[config.mk]
export PLATFORM = sky130hd
export DESIGN_NAME = check
export DESIGN_NICKNAME = d
export VERILOG_FILES = /design/src/rtl/check.sv
export SDC_FILE = /design/constraint.sdc
export NUM_CORES = 1
export LEC_CHECK = 0
export ABC_AREA = 1
export BUFFER_PORTS_ARGS = -buffer_cell sky130_fd_sc_hd__buf_2
export CORE_MARGIN = 2
export CORE_UTILIZATION = 25
export DETAILED_ROUTE_END_ITERATION = 7
export SYNTH_ARGS = -nofsm -noshare
export SYNTH_HDL_FRONTEND = slang
export SYNTH_SLANG_ARGS = --single-unit
[constraint.sdc]
create_clock -name clock -period 1.78 [get_ports clock]
set_input_delay 0.356 -clock clock [delete_from_list [all_inputs] [get_ports clock]]
set_output_delay 0.356 -clock clock [all_outputs]
set_load 0.1 [all_outputs]
[src/rtl/check.sv]
// Result checker: pairs each expected-result word with the captured DUT vector,
// compares the two under a bitmask, writes one result record per vector and counts pass/fail.
module check #(
  parameter int ADDR_WIDTH = 20,
  parameter int STF_WIDTH  = 24,
  parameter int ORV_WIDTH  = 8,
  parameter int CHF_WIDTH  = STF_WIDTH + ORV_WIDTH + ADDR_WIDTH,
  parameter int SCC_WIDTH  = 5,
  parameter int SCD_WIDTH  = 24,
  parameter int CNT_WIDTH  = 16
) (
  input  logic                 clock,
  input  logic                 reset_n,
  input  logic [CHF_WIDTH-1:0] cfifo_data,
  output logic                 cfifo_rdreq,
  input  logic                 cfifo_rdempty,
  input  logic [STF_WIDTH-1:0] dfifo_data,
  output logic                 dfifo_rdreq,
  input  logic                 dfifo_rdempty,
  output logic [CHF_WIDTH-1:0] rfifo_data,
  output logic                 rfifo_wrreq,
  input  logic                 rfifo_wrfull,
  input  logic [SCC_WIDTH-1:0] sc_cmd,
  input  logic [SCD_WIDTH-1:0] sc_data,
  output logic                 sc_ready,
  input  logic                 cnt_clear,
  output logic [CNT_WIDTH-1:0] pass_count,
  output logic [CNT_WIDTH-1:0] fail_count
);

  typedef enum logic [2:0] {
    S_IDLE,
    S_FETCH,
    S_WAIT,
    S_COMPARE,
    S_WRITE
  } state_e;

  localparam logic [SCC_WIDTH-1:0] CMD_LOAD_MASK = SCC_WIDTH'(1);

  // Result record; the orv LSB slot carries the fail flag.
  typedef struct packed {
    logic [ADDR_WIDTH-1:0]  addr;
    logic [ORV_WIDTH-2:0]   orv_hi;
    logic                   fail;
    logic [STF_WIDTH-1:0]   mismatch;
  } rec_t;

  state_e                state_q, state_d;
  logic                  sc_ready_q, sc_ready_d;
  logic [STF_WIDTH-1:0]  bitmask_q, bitmask_d;
  logic [STF_WIDTH-1:0]  exp_q, exp_d;
  logic [STF_WIDTH-1:0]  dut_q, dut_d;
  logic [ADDR_WIDTH-1:0] addr_q, addr_d;
  logic [ORV_WIDTH-2:0]  orv_q, orv_d;
  logic [STF_WIDTH-1:0]  mismatch_q, mismatch_d;
  logic                  fail_q, fail_d;
  logic [CNT_WIDTH-1:0]  pass_cnt_q, pass_cnt_d;
  logic [CNT_WIDTH-1:0]  fail_cnt_q, fail_cnt_d;
  logic                  rd_en, wr_en;
  logic                  both_avail;
  logic                  unused_orv_lsb;
  rec_t                  rec;

  assign both_avail     = ~cfifo_rdempty & ~dfifo_rdempty;
  assign unused_orv_lsb = cfifo_data[0];

  always_comb begin
    state_d    = state_q;
    bitmask_d  = bitmask_q;
    exp_d      = exp_q;
    dut_d      = dut_q;
    addr_d     = addr_q;
    orv_d      = orv_q;
    mismatch_d = mismatch_q;
    fail_d     = fail_q;
    rd_en      = 1'b0;
    wr_en      = 1'b0;
    case (state_q)
      S_IDLE: begin
        // sc_ready_q gates both paths so nothing happens before the first post-reset edge
        if (sc_ready_q && sc_cmd == CMD_LOAD_MASK)
          bitmask_d = sc_data[STF_WIDTH-1:0];
        else if (sc_ready_q && both_avail)
          state_d = S_FETCH;
      end
      S_FETCH: begin
        if (both_avail) begin
          rd_en   = 1'b1;
          state_d = S_WAIT;
        end
      end
      S_WAIT: begin
        exp_d   = cfifo_data[CHF_WIDTH-1 -: STF_WIDTH];
        addr_d  = cfifo_data[ORV_WIDTH +: ADDR_WIDTH];
        orv_d   = cfifo_data[ORV_WIDTH-1:1];
        dut_d   = dfifo_data;
        state_d = S_COMPARE;
      end
      S_COMPARE: begin
        mismatch_d = (dut_q ^ exp_q) & bitmask_q;
        fail_d     = |((dut_q ^ exp_q) & bitmask_q);
        state_d    = S_WRITE;
      end
      S_WRITE: begin
        if (!rfifo_wrfull) begin
          wr_en   = 1'b1;
          state_d = S_IDLE;
        end
      end
      default: state_d = S_IDLE;
    endcase
    sc_ready_d = (state_d == S_IDLE);
  end

  always_comb begin
    pass_cnt_d = pass_cnt_q;
    fail_cnt_d = fail_cnt_q;
    if (cnt_clear) begin
      pass_cnt_d = '0;
      fail_cnt_d = '0;
    end else if (wr_en) begin
      if (fail_q) begin
        if (fail_cnt_q != '1) fail_cnt_d = fail_cnt_q + CNT_WIDTH'(1);
      end else begin
        if (pass_cnt_q != '1) pass_cnt_d = pass_cnt_q + CNT_WIDTH'(1);
      end
    end
  end

  always_ff @(posedge clock or negedge reset_n) begin
    if (!reset_n) begin
      state_q    <= S_IDLE;
      sc_ready_q <= 1'b0;
      bitmask_q  <= '1;
      exp_q      <= '0;
      dut_q      <= '0;
      addr_q     <= '0;
      orv_q      <= '0;
      mismatch_q <= '0;
      fail_q     <= 1'b0;
      pass_cnt_q <= '0;
      fail_cnt_q <= '0;
    end else begin
      state_q    <= state_d;
      sc_ready_q <= sc_ready_d;
      bitmask_q  <= bitmask_d;
      exp_q      <= exp_d;
      dut_q      <= dut_d;
      addr_q     <= addr_d;
      orv_q      <= orv_d;
      mismatch_q <= mismatch_d;
      fail_q     <= fail_d;
      pass_cnt_q <= pass_cnt_d;
      fail_cnt_q <= fail_cnt_d;
    end
  end

  // Record fields only change in WAIT/COMPARE, so the word holds steady through WRITE.
  always_comb begin
    rec.addr     = addr_q;
    rec.orv_hi   = orv_q;
    rec.fail     = fail_q;
    rec.mismatch = mismatch_q;
  end

  assign rfifo_data  = rec;
  assign rfifo_wrreq = wr_en;
  assign cfifo_rdreq = rd_en;
  assign dfifo_rdreq = rd_en;
  assign sc_ready    = sc_ready_q;
  assign pass_count  = pass_cnt_q;
  assign fail_count  = fail_cnt_q;

endmodule

Word-level counts from Yosys, hierarchy flattened:

Cells that the tools add are included.
Widths: inputs -> output; s select.

* register bits after elaboration: 160
* latch bits: 0
* RAM bits: 0
* ROM bits: 0
* input port bits: 111
* memories kept: 0

* add/subtract/negate cells: 2
* multipliers: 0
* div/mod/pow operators: 0
* $lt $le $gt $ge: 0
* equal/unequal tests: 8
* shifts and indexed selects: 0
* multiplexer cells: 17
* bitwise gates (word level): 5
* reductions and logical operators: 12

Operator list (number)
* $mux 16: 8
* $add 16x1->16 const B: 2
* $ne 16x16->1 const B: 2
* $and 24x24->24: 1
* $reduce_or 24->1: 1
* $xor 24x24->24: 1
* $pmux 3 s5: 1
* $mux 3: 4
* $reduce_bool 2->1: 4
* $eq 3x2->1 const B: 2
* $logic_not 3->1: 2
* $reduce_and 3->1: 2
* $eq 5x1->1 const B: 1
* $mux 1: 4
* $eq 3x1->1 const B: 1
* $eq 3x3->1 const B: 1
* $logic_and 1x1->1: 2
* $ne 2x2->1 const B: 1
* $not 1->1: 2
* $reduce_and 2->1: 1
* $and 1x1->1: 1

Logic depth before layout (Yosys ltp):

* depth in word-level cells: 7
* mapped depth: 10
* mapped depth without buffers: 9

Worst setup path before layout:

OpenSTA, ideal clock, no wires.

* kind: register to output
* from: register state_q[1]
* to: output port dfifo_rdreq
* arrival: 2.393 ns
* slack: -0.969 ns
* cell stages (with the launch flop): 5
* buffers on the path: 1
* cells stage by stage: dfrtp_1 inv_2 nand3_1 nor2_1 buf_4

* word-level cells in the longest chain between the ends: 2

Ends and longest elaborated chain
* start, declared: RTL line 49 `state_e state_q, state_d;`
* start signal, assigned: RTL line 145 `state_q <= state_d;`
* $eq 3x1->1: RTL line 79 `case (state_q)`
* $mux 1: RTL line 79
* end, declared: RTL line 18 `output logic dfifo_rdreq,`

No other way between the ends.

Final worst setup path:

* from: register state_q[2]
* to: output port dfifo_rdreq

Same word-level chain as after synthesis.

==> flow_metrics.tcl <==
set metrics [dict create \
    die_y_um 176 \
    max_clock_freq_mhz 573 \
    grt_busiest_layer "met2" \
    gp_congestion 0.861 \
    period_needed_ns 1.74 \
    start_kind "flip-flop" \
    clock_latency_ns 0.43 \
    crit_path_start "state_q[2]" \
    met3_usage 0.0420 \
    grt_use_met1 0.158 \
    setup_viol 0 \
    area_growth_pct 33.4 \
    p_per_area_mw_per_mm2 1830 \
    yosys_warnings 0 \
    required_ns 1.42 \
    rr_endpoint "fail_count[1]" \
    fin_worst_skew_ns 0.0145 \
    synth.most_common_cell "nand2_1" \
    tightestPinTransition_ns 0.518 \
    netlist_top_cells_area "dfrtp_1 (46%), nand2_1 (11%), mux2_2 (9.9%), dfstp_2 (8.5%), nor2_1 (4.8%)" \
    port_buffers 197 \
    crit_slowest_cell "dfrtp_1" \
    hold_end "bitmask_q[21]" \
    peakVddDrop_mv 0.966 \
    critPathKind "flip-flop to output port" \
    use_met2 0.205 \
    period_share 0.980 \
    finalHoldViolCount 0 \
    crit_arrival_ns 1.39 \
    antenna_left 0 \
    power.leakage_uw 0.00471 \
    syn_area_per_cell_um2 9.14 \
    drv_slew 0 \
    synth-seq-cells 160 \
    layout-drive-gt1-share 0.397 \
    synth_top_area_cell "dfrtp_1" \
    pin_count 199 \
    htreeDepth 4 \
    synth_ff_type "dfrtp_1" \
    yosysTopAreaCellShare 0.459 \
    whs_path_depth 3 \
    synth_common_cells "nand2_1 (223), dfrtp_1 (136), nor2_1 (94), mux2_2 (65), inv_1 (60)" \
    rrSetupSlack_ns 0.10 \
    synthArstFlopShare 1.00 \
    grt_overflow 0 \
    tritoncts "done" \
    vias_per_cell 4.21 \
    first_global_vias 5903 \
    die_area_mm2 0.0310 \
    power_uw 18100 \
    drv_cap 0 \
    hold_path.startpoint "sc_data[21]" \
    cts-buffers-inserted 17 \
    dp_hpwl_mm 13.9 \
    cts_sinks 160 \
    start_util 0.252 \
    synth_fp_nets 924 \
    synth-seq-area-share 0.544 \
    antenna_found_initial 3 \
    crit_path_max_fanout 4 \
    grt_max_degree 54 \
    syn_inst 811 \
    nNetsFinal 1145 \
    core_mm2 0.0294 \
    wirelength_mm 19.0 \
    relSlewSlack 0.657 \
    rsz0062_at_grt "true" \
    r2r-start "fail_count[1]" \
    grt_use_total 0.125 \
    fin_cells 1437 \
    drc 0 \
    status "finished clean" \
    worst_path_largest_cell_delay_ns 0.42 \
    end_kind "output port" \
    clk_pin_slew_ns 0.08 \
    first_pass_iters 5 \
    dp_cells 1390 \
    vias 6045 \
    synth_edf_count 0 \
    netlist_area_mm2 0.00741 \
    wl_per_cell_um 13.2 \
    drtIter0Drc 284 \
    die_x_um 176 \
    root_buffer "clkbuf_16" \
    grt_pass1_wl_mm 30.6 \
    hold_class "input port to flip-flop" \
    num_rows 63 \
    clockBufferDepth 2 \
    synth_cell_types 36 \
    reg2regPathDepth 8 \
    path_cells "inv_2 -> nand3_4 -> nor2_4 -> buf_12" \
]
## metrics by stage
step | TNS (ns) | util | instance area (um^2) | hold WS [ns] | worst slack [ns]
floorplan | -0.0582 | - | 7500 | 0.0604 | -0.0582
CTS | 0 | 0.333 | 9790 | 0.109 | 0.00787
detailed placement | 0 | 0.310 | 9120 | 0.233 | 0.142
finish | 0 | 0.336 | 9890 | 0.132 | 0.0351
global placement | 0 | 0.310 | 9120 | 0.233 | 0.155
global route | -0.123 | 0.336 | 9890 | 0.126 | -0.0415
## area by class of cell
class / count / area (um^2)
diodes: 2 / 5.00
clock buffers: 17 / 425
clock inverters: 15 / 170
fillers: 3069 / 19500
inverters: 66 / 253
multi-input cells: 558 / 3040
flip-flops and latches: 160 / 4080
well taps: 390 / 488
repair buffers: 229 / 1420
## metal layers
metal | wire length (um) | share of wire
met3 | 1240 | 0.065
met1 | 8420 | 0.44
met2 | 9100 | 0.48
met5 | 13 | 0.00068
met4 | 237 | 0.012
## state kept, by name, indices dropped and copies added, names as in the netlist
name and flops:
addr_q 20, bitmask_q 24, dut_q 24, exp_q 24
fail_count 16, fail_q 1, mismatch_q 24, orv_q 7
pass_count 16, sc_ready 1, state_q 3
## placed cells by master (no fill, tap or decap), drive strengths merged
cell type,count
inv,73
buf,225
nor2,98
nand4,14
nand2,226
nand3,46
dfstp,24
diode,2
clkinvlp,4
o21a,1
dfrtp,136
nor3,7
o211ai,1
mux2,65
and2,1
or2,6
clkinv,3
nor3b,1
nand3b,2
xnor2,3
bufinv,1
xor2,11
o21bai,4
clkbuf,20
o31ai,1
dlygate4sd3,1
a21oi,13
o21ai,56
ha,2
## worst max-delay path by stage
stage	slack (ns)	depth (start not counted)	end
after floorplan	-0.06	4	dfifo_rdreq
after global placement	0.15	9	fail_count[3]
after detailed placement	0.14	9	fail_count[3]
after CTS	0.008	5	rfifo_wrreq
after global routing	-0.04	4	cfifo_rdreq
final	0.04	4	dfifo_rdreq
## critical path: cells and delay by family, from the launching register on
kind,cells,cell delay (ns)
buf+inv,2,0.29
flops,1,0.42
simple gates,2,0.24
## kinds of logic after synthesis
group	after synthesis	share of synthesized area
AO/OA/AOI/OAI	76	0.0542
XOR/XNOR	14	0.0165
adder cells (fa/ha/maj)	2	0.00337
buffers and inverters	93	0.0550
flip-flops	160	0.544
multiplexers	65	0.0987
AND/OR/NAND/NOR	401	0.228
## report_power, final
part,leakage [uW],total (uW),switching (uW),internal (uW)
registers,0.00190,6080,823,5260
clock network,0.000278,3720,1720,2000
logic,0.00254,8270,6120,2150
## repair_timing
item,in CTS,in global routing
pin swaps,2,2
hold endpoints to repair,16,0
gates cloned,0,2
endpoints found under the setup margin,3,6
hold buffers,1,0
resized for setup,3,7
buffers inserted,7,3
(Power assumes the default switching activity.)
